**src/rtl/tetris_pkg.sv**
```systemverilog
// Package tetris: key index constants, per-key FSM state type and
// small elaboration-time helpers shared by the key conditioner files.
package tetris;

    // Bit positions of each button inside keys_i / level_o / pulse_o
    localparam int KEY_RESET  = 4;
    localparam int KEY_LEFT   = 3;
    localparam int KEY_RIGHT  = 2;
    localparam int KEY_ROTATE = 1;
    localparam int KEY_START  = 0;

    // Per-key command FSM; REPEAT is only reachable with auto-repeat built in
    typedef enum logic [1:0] {
        IDLE   = 2'd0,
        HELD   = 2'd1,
        REPEAT = 2'd2
    } key_state_e;

    function automatic int max_int(input int a, input int b);
        return (a > b) ? a : b;
    endfunction

    // Width of a counter that must hold values 0..max_count
    function automatic int cnt_width(input int max_count);
        return (max_count < 1) ? 1 : $clog2(max_count + 1);
    endfunction

endpackage

```
**src/rtl/key_conditioner_channel.sv**
```systemverilog
// key_conditioner_channel: one push-button lane.
// Raw pin -> polarity normalisation -> 2-flop synchroniser -> counter
// debounce -> press pulse, plus auto-repeat while held when the build
// defines KEY_AUTO_REPEAT_EN and this lane has repeat_en_p set.
module key_conditioner_channel
    import tetris::*;
#(
    parameter int active_high_p     = 1,
    parameter int debounce_cycles_p = 4,
    parameter int repeat_delay_p    = 16,
    parameter int repeat_period_p   = 8,
    parameter bit repeat_en_p       = 1'b0
) (
    input  logic clk_i,
    input  logic reset_n_i,
    input  logic key_i,
    output logic level_o,
    output logic pulse_o
);

    localparam logic invert_lp = (active_high_p == 0);
    localparam int   deb_w_lp  = cnt_width(debounce_cycles_p);
    localparam logic [deb_w_lp-1:0] deb_last_lp = deb_w_lp'(debounce_cycles_p - 1);

    logic                pressed_raw;
    logic                sync_meta;
    logic                sync_q;
    logic                stable_q;
    logic [deb_w_lp-1:0] deb_cnt;
    logic                flip;
    logic                rise;
    logic                fall;
    logic                pulse_q;
    key_state_e          state;

    assign pressed_raw = key_i ^ invert_lp;

    // Two-flop synchroniser; resets to "not pressed" so a held key re-debounces
    always_ff @(posedge clk_i or negedge reset_n_i) begin
        if (!reset_n_i) begin
            sync_meta <= 1'b0;
            sync_q    <= 1'b0;
        end else begin
            sync_meta <= pressed_raw;
            sync_q    <= sync_meta;
        end
    end

    // Decode whether the stable level flips on the coming edge, and which way
    always_comb begin
        flip = (sync_q != stable_q) && (deb_cnt == deb_last_lp);
        rise = flip & ~stable_q;
        fall = flip & stable_q;
    end

    // Debounce: count consecutive samples disagreeing with the stable level
    always_ff @(posedge clk_i or negedge reset_n_i) begin
        if (!reset_n_i) begin
            stable_q <= 1'b0;
            deb_cnt  <= '0;
        end else if (sync_q == stable_q) begin
            deb_cnt <= '0;
        end else if (flip) begin
            stable_q <= ~stable_q;
            deb_cnt  <= '0;
        end else if (deb_cnt < deb_last_lp) begin
            deb_cnt <= deb_cnt + 1'b1;
        end
    end

`ifdef KEY_AUTO_REPEAT_EN
    localparam int rep_w_lp = cnt_width(max_int(repeat_delay_p, repeat_period_p));
    localparam logic [rep_w_lp-1:0] delay_last_lp  = rep_w_lp'(repeat_delay_p - 1);
    localparam logic [rep_w_lp-1:0] period_last_lp = rep_w_lp'(repeat_period_p - 1);

    logic [rep_w_lp-1:0] rep_cnt;

    // Command FSM: press pulse on rise, then delayed and periodic repeats while held
    always_ff @(posedge clk_i or negedge reset_n_i) begin
        if (!reset_n_i) begin
            state   <= IDLE;
            rep_cnt <= '0;
            pulse_q <= 1'b0;
        end else begin
            pulse_q <= 1'b0;
            if (fall) begin
                state   <= IDLE;
                rep_cnt <= '0;
            end else begin
                case (state)
                    IDLE: begin
                        rep_cnt <= '0;
                        if (rise) begin
                            state   <= HELD;
                            pulse_q <= 1'b1;
                        end
                    end
                    HELD: begin
                        if (repeat_en_p) begin
                            if (rep_cnt == delay_last_lp) begin
                                state   <= REPEAT;
                                rep_cnt <= '0;
                                pulse_q <= 1'b1;
                            end else if (rep_cnt < delay_last_lp) begin
                                rep_cnt <= rep_cnt + 1'b1;
                            end
                        end
                    end
                    REPEAT: begin
                        if (rep_cnt == period_last_lp) begin
                            rep_cnt <= '0;
                            pulse_q <= 1'b1;
                        end else if (rep_cnt < period_last_lp) begin
                            rep_cnt <= rep_cnt + 1'b1;
                        end
                    end
                    default: begin
                        state   <= IDLE;
                        rep_cnt <= '0;
                    end
                endcase
            end
        end
    end
`else
    // Command FSM: a single pulse per debounced press, nothing while held
    always_ff @(posedge clk_i or negedge reset_n_i) begin
        if (!reset_n_i) begin
            state   <= IDLE;
            pulse_q <= 1'b0;
        end else begin
            pulse_q <= 1'b0;
            if (fall) begin
                state <= IDLE;
            end else begin
                case (state)
                    IDLE: begin
                        if (rise) begin
                            state   <= HELD;
                            pulse_q <= 1'b1;
                        end
                    end
                    HELD:    state <= HELD;
                    default: state <= IDLE;
                endcase
            end
        end
    end
`endif

    assign level_o = stable_q;
    assign pulse_o = pulse_q;

endmodule

```
**src/rtl/key_conditioner.sv**
```systemverilog
// key_conditioner: turns raw asynchronous push-button levels into clean,
// single-cycle game commands for game_top_logic. One lane per key,
// bit order {reset,left,right,rotate,start}.
// Optional feature macro: KEY_AUTO_REPEAT_EN enables auto-repeat for keys
// selected by repeat_mask_p; without it each press yields exactly one pulse.
module key_conditioner
    import tetris::*;
#(
    parameter int width_p           = 5,
    parameter int active_high_p     = 1,
    parameter int debounce_cycles_p = 4,
    parameter int repeat_delay_p    = 16,
    parameter int repeat_period_p   = 8,
    parameter logic [width_p-1:0] repeat_mask_p =
        width_p'((1 << KEY_LEFT) | (1 << KEY_RIGHT))
) (
    input  logic               clk_i,
    input  logic               reset_n_i,
    input  logic [width_p-1:0] keys_i,
    output logic [width_p-1:0] level_o,
    output logic [width_p-1:0] pulse_o
);

    // One independent conditioning lane per key
    for (genvar i = 0; i < width_p; i++) begin : g_chan
        key_conditioner_channel #(
            .active_high_p    (active_high_p),
            .debounce_cycles_p(debounce_cycles_p),
            .repeat_delay_p   (repeat_delay_p),
            .repeat_period_p  (repeat_period_p),
            .repeat_en_p      (repeat_mask_p[i])
        ) u_chan (
            .clk_i    (clk_i),
            .reset_n_i(reset_n_i),
            .key_i    (keys_i[i]),
            .level_o  (level_o[i]),
            .pulse_o  (pulse_o[i])
        );
    end

endmodule
```
**config.mk**
```make
export PLATFORM = sky130hd
export DESIGN_NAME = key_conditioner
export DESIGN_NICKNAME = d
export VERILOG_FILES = /design/src/rtl/tetris_pkg.sv /design/src/rtl/key_conditioner_channel.sv /design/src/rtl/key_conditioner.sv
export SDC_FILE = /design/constraint.sdc
export NUM_CORES = 1
export LEC_CHECK = 0
export BUFFER_PORTS_ARGS = -buffer_cell sky130_fd_sc_hd__clkbuf_2
export CAP_MARGIN = 20
export CORE_MARGIN = 4
export CORE_UTILIZATION = 40
export DETAILED_ROUTE_END_ITERATION = 8
export MAX_ROUTING_LAYER = met4
export PLACE_DENSITY = 0.6
export SYNTH_ARGS = -nofsm -noshare
export SYNTH_HDL_FRONTEND = slang
export SYNTH_HIERARCHICAL = 1
export SYNTH_SLANG_ARGS = --single-unit
```
**constraint.sdc**
```tcl
create_clock -name clk_i -period 3.49 [get_ports clk_i]
set_clock_uncertainty 0.15 [all_clocks]
set_input_delay 0.5235 -clock clk_i [delete_from_list [all_inputs] [get_ports clk_i]]
set_output_delay 0.5235 -clock clk_i [all_outputs]
set_load 0.1 [all_outputs]
```
==> results of run 1 <==
==> synthesized netlist by cell type, drive strengths merged <==
| library cell | n |
|---|---|
| nor2 | 14 |
| mux2 | 1 |
| ha | 5 |
| a22oi | 9 |
| nor2b | 6 |
| nand2b | 10 |
| inv | 4 |
| a21oi | 15 |
| nor4b | 5 |
| xnor2 | 5 |
| dfrtp | 40 |
| a21o | 4 |
| mux2i | 1 |
| nand3b | 1 |
| o21ai | 5 |
| nand2 | 16 |
==> cells by family after synthesis <==
group	synth area share, %
AND/OR/NAND/NOR	18.4
XOR/XNOR	2.66
AO/OA/AOI/OAI	12.0
flip-flops	60.9
multiplexers	1.29
adder cells (fa/ha/maj)	3.81
buffers and inverters	0.913
==> state kept, by name, summed over array words and instances (netlist names) <==
signal,count
g_chan.u_chan/level_o,5
g_chan.u_chan/sync_meta,5
g_chan.u_chan/deb_cnt,15
g_chan.u_chan/state,5
g_chan.u_chan/sync_q,5
g_chan.u_chan/pulse_o,5
==> metrics by stage <==
| stage | worst slack, ns | util, % | instance area [sq um] | total power [uW] |
|---|---|---|---|---|
| 6_report | 1.62 | 46.9 | 1880 | 1620 |
| 4_1_cts | 1.61 | 46.9 | 1880 | 1640 |
| 3_3_place_gp | 1.94 | 44.7 | 1790 | 1280 |
| 2_1_floorplan | 1.81 | - | 1640 | 1190 |
| 3_5_place_dp | 1.92 | 44.7 | 1790 | 1320 |
| 5_1_grt | 1.57 | 46.9 | 1880 | 1740 |
==> power by group through the flow <==
stage | combinational, uW | clock, uW | sequential, uW
final | 623 | 303 | 691
after global routing | 689 | 339 | 708
after CTS | 633 | 318 | 691
after detailed placement | 627 | 0 | 698
after global placement | 599 | 0 | 681
after floorplan | 290 | 0 | 904
==> per-layer routing <==
metal  vias to the layer above  track usage (%)  part of all wire (%)
li1                        530                -                     -
met1                       518             13.3                    41
met2                        26             21.5                    52
met3                         4             3.60                   5.4
met4                         0             6.26                   1.7
met5                         -                -                     0
==> area by class of cell <==
type	instances	area, sq um	area share [%]
Sequential cell	40	1000	53.3
Multi-Input combinational cell	97	628	33.5
Clock buffer	8	90.1	4.80
Inverter	4	15.0	0.800
Timing Repair Buffer	16	80.1	4.27
Tap cell	50	62.6	3.33
==> how the worst min path moves through the flow <==
stage                                    startpoint                                       to  slack (ns)  cells after the start
6_report                                  keys_i[4]     g_chan[4].u_chan/sync_meta$_DFF_PN0_        0.19                      1
5_1_grt                                   keys_i[4]     g_chan[4].u_chan/sync_meta$_DFF_PN0_        0.17                      1
4_1_cts                                   keys_i[4]     g_chan[4].u_chan/sync_meta$_DFF_PN0_        0.18                      1
3_5_place_dp   g_chan[2].u_chan/sync_meta$_DFF_PN0_        g_chan[2].u_chan/sync_q$_DFF_PN0_        0.19                      0
3_3_place_gp   g_chan[0].u_chan/sync_meta$_DFF_PN0_        g_chan[0].u_chan/sync_q$_DFF_PN0_        0.18                      0
2_1_floorplan                             reset_n_i  g_chan[0].u_chan/deb_cnt[0]$_DFFE_PN0P_        0.08                      0
==> results.md, run 1 <==
- Run status: finished clean
- Synth Instances: 141
- Origin of the worst setup path: g_chan[4].u_chan/level_o$_DFFE_PN0P_
- Net count of the mapped netlist: between 150 and 200
- Switching power share of the total: 42.0%
- Endpoint of the most critical setup path: level_o[4]
- Skew-Pair Late Insertion Delay: 0.28 ns
- Final Wtd Congestion: about 0.74
- Fraction of layout cells with a size suffix above 1: about 17%
- Total global routing track utilization: between 10% and 20%
- Pleak: 0.000881 uW
- Final HPWL from detailed placement: 1940 um
- Count of nets left with antenna violations after detail routing: 0
- Maximum cell stage delay along the critical path: 0.49 ns
- Arrival time worst endpoint: roughly 1.2 ns
- Sequential cell area fraction in the yosys report: 60.9%
- WP depth: 1
- DR DRC count: 0
- Count of non-filler cells in the finished layout: around 220
- Initial standard-cell utilization of the core: 41.1%
- Clk sink count: 40
- Startpoint Class: register
- Share of power burned in the clock network: around a fifth
- Die span in x: between 70 and 80 um
- Post-Syn Area per Cell: roughly 12 sq um
- Min-Delay Path Class: input pin to register
- Commonest non-fill, non-tap cell in the layout: sky130_fd_sc_hd__dfrtp_1
- Total Negative Setup Slacks: 0 ns
- Headroom to the max-slew limit: 36.6%
- Area share of the largest cell type after synthesis: 60.9%
- # hold bufs at CTS: 0
- CORE AREA: ~4000 sq um
- Pin count of the biggest net entering global routing: 41
- CTS H-tree lvls: 2
- Area of the die: between 5000 and 6000 sq um
- Crit. End Element: output port
- Average routed wire per standard cell: ~13 um
- Number of distinct library cells after synthesis: 20
- Relative contribution of sequential cells to total power: a little over two fifths
- Root cell of the clock tree: sky130_fd_sc_hd__clkbuf_8
- Fin crit period: roughly 1.9 ns
- Total gr overflow: 0
- CTS clock-pin slew for the worst setup and hold paths: about 0.07 ns
- Number of iterations in the first detailed-routing pass: 4
- Comb pwr share: 38.5%
- Filler Cells Inserted: roughly 370
- CTS tree: yes
- Final routed wirelength across all metal layers: roughly 2700 um
- Final period util: between 50% and 60%
- Layout overhead on the synthesized area: 14.2%
- Syn Std Cell Area: approximately 1600 sq um
- Highest-delay cell along the critical path: sky130_fd_sc_hd__clkbuf_2
- Buffers and inverters on the worst path: 1
- Number of synthesized register bits: 40
- Antenna cells: 0
- Highest-count cells in the layout ignoring fill and taps: 40 x sky130_fd_sc_hd__dfrtp_1, 16 x sky130_fd_sc_hd__nand2_1, 16 x sky130_fd_sc_hd__clkbuf_2
- Final setup viols: 0
- CP Cell Sequence: clkbuf_2
- Count of buffers added by post-CTS timing repair for setup: 0
- Vias: roughly 1100
- Detailed Route Iter0 Violations: 29
- Number of vias per cell: approximately 5.0
- Critical Path Fanout Max: 5
- Number of cells on the worst reg-to-reg path: 3
- Data required time of the worst path: between 2 and 3 ns
- Worst hold slack: 0.194 ns
- Worst vdd ir: 525 uV
- Max-capacitance violation count: 0
- Total count of max-transition violations in the final report: 0
- Int Power: between 900 and 1000 uW
- Clock buffer count from CTS: 5
- Psw: about 680 uW
- Leading area contributor after synthesis: sky130_fd_sc_hd__dfrtp_1
- Number of buffers added on ports: 16
- Worst-case register-to-register setup slack: just under 2 ns
- Power density normalized to cell area: 861 nW/um^2
- Number of hold violations in the final report: 0
- Placed Cells: just over 200
- Worst setup path class: register to output port
- CTS resizes: 0
- Ports placed on the boundary: 17
- Count of nets after finishing: about 180
- Synth warn: 6
- Category of cells accounting for the largest share of critical-path delay: buffers and inverters
- Die height: about 72 um
- Area contributors post-synth: sky130_fd_sc_hd__dfrtp_1 61%, sky130_fd_sc_hd__a21oi_1 4.6%, sky130_fd_sc_hd__a22oi_1 4.1%
- Row cnt: 23
- Number of antenna violations at the first check in global routing: 0
- Unrepaired setup endpoints after global routing: no
- Max Buffers Root-to-Sink: 2
- Reg-to-Reg Start: g_chan[4].u_chan/deb_cnt[0]$_DFFE_PN0P_
- R2R Path End: g_chan[4].u_chan/pulse_o$_DFF_PN0_
- Vias in the first global route: 1170
- Worst slew pin tran: ~0.95 ns
- First-pass GRT wire length: 4960 um
- Achievable Freq: roughly 0.53 GHz
Power figures use the tool's default switching activity.
==> inputs of run 2 (changes only) <==
- clock period: 3.49 -> 1.75 ns (I/O delays scaled with it)
==> run 2 against run 1 <==
Cell area up 5.2%. Critical endpoint is now level_o[2]. First-iteration DRC count up 41%. Non-clock buffer count up 7. Global-route usage down 0.41 points. Critical path depth unchanged. Clock power up 140%. Setup slack worse by 1.5 ns. Cell count up 3.3%. Die area unchanged. Flip-flop and latch count unchanged. Combinational power up 99%.
==> results.md, run 2 (synthesized netlist as in run 1, its figures left out) <==
- CORE AREA: 4000 sq um (unchanged)
- Die span in x: 72.1 um (unchanged)
- Final Wtd Congestion: 0.752 (was 0.741)
- Power density normalized to cell area: 1690 nW/um^2 (was 861 nW/um^2)
- Row cnt: 23 (unchanged)
- Skew-Pair Late Insertion Delay: 0.29 ns (was 0.28 ns)
- CTS clock-pin slew for the worst setup and hold paths: 0.07 ns (about the same)
- Pin count of the biggest net entering global routing: 25 (was 41)
- Final HPWL from detailed placement: 1880 um (was 1940 um)
- Total Negative Setup Slacks: 0 ns (unchanged)
- Crit. End Element: output port (unchanged)
- Run status: finished clean (unchanged)
- Number of antenna violations at the first check in global routing: 0 (unchanged)
- Highest-delay cell along the critical path: sky130_fd_sc_hd__clkbuf_2 (unchanged)
- Initial standard-cell utilization of the core: 41.1% (unchanged)
- Final setup viols: 0 (unchanged)
- Area of the die: 5200 sq um (unchanged)
- Number of vias per cell: 5.00 (was 5.01)
- Total gr overflow: 0 (unchanged)
- First-pass GRT wire length: 4850 um (was 4960 um)
- Number of hold violations in the final report: 0 (unchanged)
- Post-route core utilization: 49.4% (was 46.9%)
- Category of cells accounting for the largest share of critical-path delay: buffers and inverters (unchanged)
- Max Buffers Root-to-Sink: 2 (unchanged)
- Max-capacitance violation count: 0 (unchanged)
- Ports placed on the boundary: 17 (unchanged)
- Unrepaired setup endpoints after global routing: no (unchanged)
- CTS tree: yes (unchanged)
- Worst-case setup slack after placement: 0.350 ns (was 1.92 ns)
- Final period util: 92.7%
- Count of nets after finishing: 183 (was 176)
- Arrival time worst endpoint: 1.21 ns (was 1.20 ns)
- Vias: 1111 (was 1078)
- Maximum cell stage delay along the critical path: 0.49 ns (about the same)
- Number of buffers added on ports: 16 (unchanged)
- Fin crit period: 1.62 ns
- Commonest non-fill, non-tap cell in the layout: sky130_fd_sc_hd__dfrtp_1 (unchanged)
- Worst-case register-to-register setup slack: 0.36 ns (was 1.99 ns)
- Detailed Route Iter0 Violations: 41 (was 29)
- DR DRC count: 0 (unchanged)
- Pleak: 0.000925 uW (was 0.000881 uW)
- Headroom to the max-slew limit: 64.0% (was 36.6%)
- Average routed wire per standard cell: 11.7 um (was 12.6 um)
- Antenna cells: 0 (unchanged)
- Clock buffer count from CTS: 5 (unchanged)
- Achievable Freq: about 0.6 GHz
- CTS resizes: 0 (unchanged)
- Worst setup slack after layout: 0.128 ns (was 1.62 ns)
- Register containing the most flip-flops in the final layout: g_chan.u_chan/deb_cnt (unchanged)
- Worst setup path class: register to output port (unchanged)
- Flip-flop count of the largest register after layout: 15 (unchanged)
- Fraction of layout cells with a size suffix above 1: 17.4% (was 17.0%)
- CP Cell Sequence: clkbuf_2 (unchanged)
- Final routed wirelength across all metal layers: 2600 um (was 2710 um)
- Critical Path Fanout Max: 5 (unchanged)
- Number of iterations in the first detailed-routing pass: 4 (unchanged)
- Data required time of the worst path: 1.34 ns (was 2.82 ns)
- Min-Delay Path Class: register to register (was input pin to register)
- Root cell of the clock tree: sky130_fd_sc_hd__clkbuf_8 (unchanged)
- Worst vdd ir: 997 uV (was 525 uV)
- Die height: 72.1 um (unchanged)
- Buffers and inverters on the worst path: 1 (unchanged)
- Total global routing track utilization: 12.2% (was 12.6%)
- Power Total: 3340 uW (was 1620 uW)
- Startpoint Class: register (unchanged)
- Vias in the first global route: 1140 (was 1170)
- Total count of max-transition violations in the final report: 0 (unchanged)
- Highest-count cells in the layout ignoring fill and taps: 40 x sky130_fd_sc_hd__dfrtp_1, 16 x sky130_fd_sc_hd__nand2_1, 16 x sky130_fd_sc_hd__clkbuf_2 (unchanged)
- Layout overhead on the synthesized area: 20.1% (was 14.2%)
- Worst slew pin tran: 0.542 ns (was 0.952 ns)
- CTS H-tree lvls: 2 (unchanged)
- Count of nets left with antenna violations after detail routing: 0 (unchanged)
- Clk sink count: 40 (unchanged)
==> run 2: repair_timing <==
| item | CTS | global route |
|---|---|---|
| endpoints found under the hold margin | 21 | 0 |
| buffers inserted | 0 | 0 |
| hold buffers | 6 | 0 |
==> run 2: layer usage <==
layer | GRT usage [%] | vias up | wire length (um)
met4 | 5.43 | 0 | 50
li1 | - | 541 | -
met2 | 18.7 | 25 | 1240
met5 | - | - | 0
met1 | 14.5 | 539 | 1170
met3 | 4.43 | 6 | 138
==> run 2: worst register-to-register path: stages (launching register included) <==
cell and delay [ns]:
sky130_fd_sc_hd__dfrtp_1 0.41, sky130_fd_sc_hd__ha_1 0.24, sky130_fd_sc_hd__nor2b_2 0.17, sky130_fd_sc_hd__mux2_1 0.31
==> run 2: final timing paths <==
path,startpoint,end,cells past startpoint
max,g_chan[2].u_chan/level_o$_DFFE_PN0P_,level_o[2],1
min,g_chan[2].u_chan/sync_meta$_DFF_PN0_,g_chan[2].u_chan/sync_q$_DFF_PN0_,0
max reg2reg,g_chan[0].u_chan/deb_cnt[0]$_DFFE_PN0P_,g_chan[0].u_chan/level_o$_DFFE_PN0P_,3
min reg2reg,g_chan[2].u_chan/sync_meta$_DFF_PN0_,g_chan[2].u_chan/sync_q$_DFF_PN0_,0
max in group asynchronous,reset_n_i,g_chan[2].u_chan/sync_meta$_DFF_PN0_,3
min in group asynchronous,reset_n_i,g_chan[3].u_chan/sync_q$_DFF_PN0_,2
==> run 2: area by class of cell <==
class	instances	area, sq um
fillers	371	2030
repair buffers	23	160
flip-flops and latches	40	1000
multi-input cells	97	628
clock buffers	6	72.6
clock inverters	2	35.0
well taps	50	62.6
inverters	4	15.0
==> run 2: report_power, final <==
part	internal, uW	switching (uW)	total [uW]	leakage [uW]
combinational	407	830	1240	0.000356
clock	423	302	725	0.0000552
sequential	1150	228	1380	0.000514
==> run 2: metrics by stage <==
stage | hold WS (ns) | area, sq um | instances
after floorplan | -0.183 | 1640 | 141
after global placement | 0.0745 | 1810 | 208
after detailed placement | 0.0823 | 1810 | 208
after CTS | 0.204 | 1970 | 222
after global routing | 0.218 | 1970 | 222
final | 0.201 | 1970 | 222
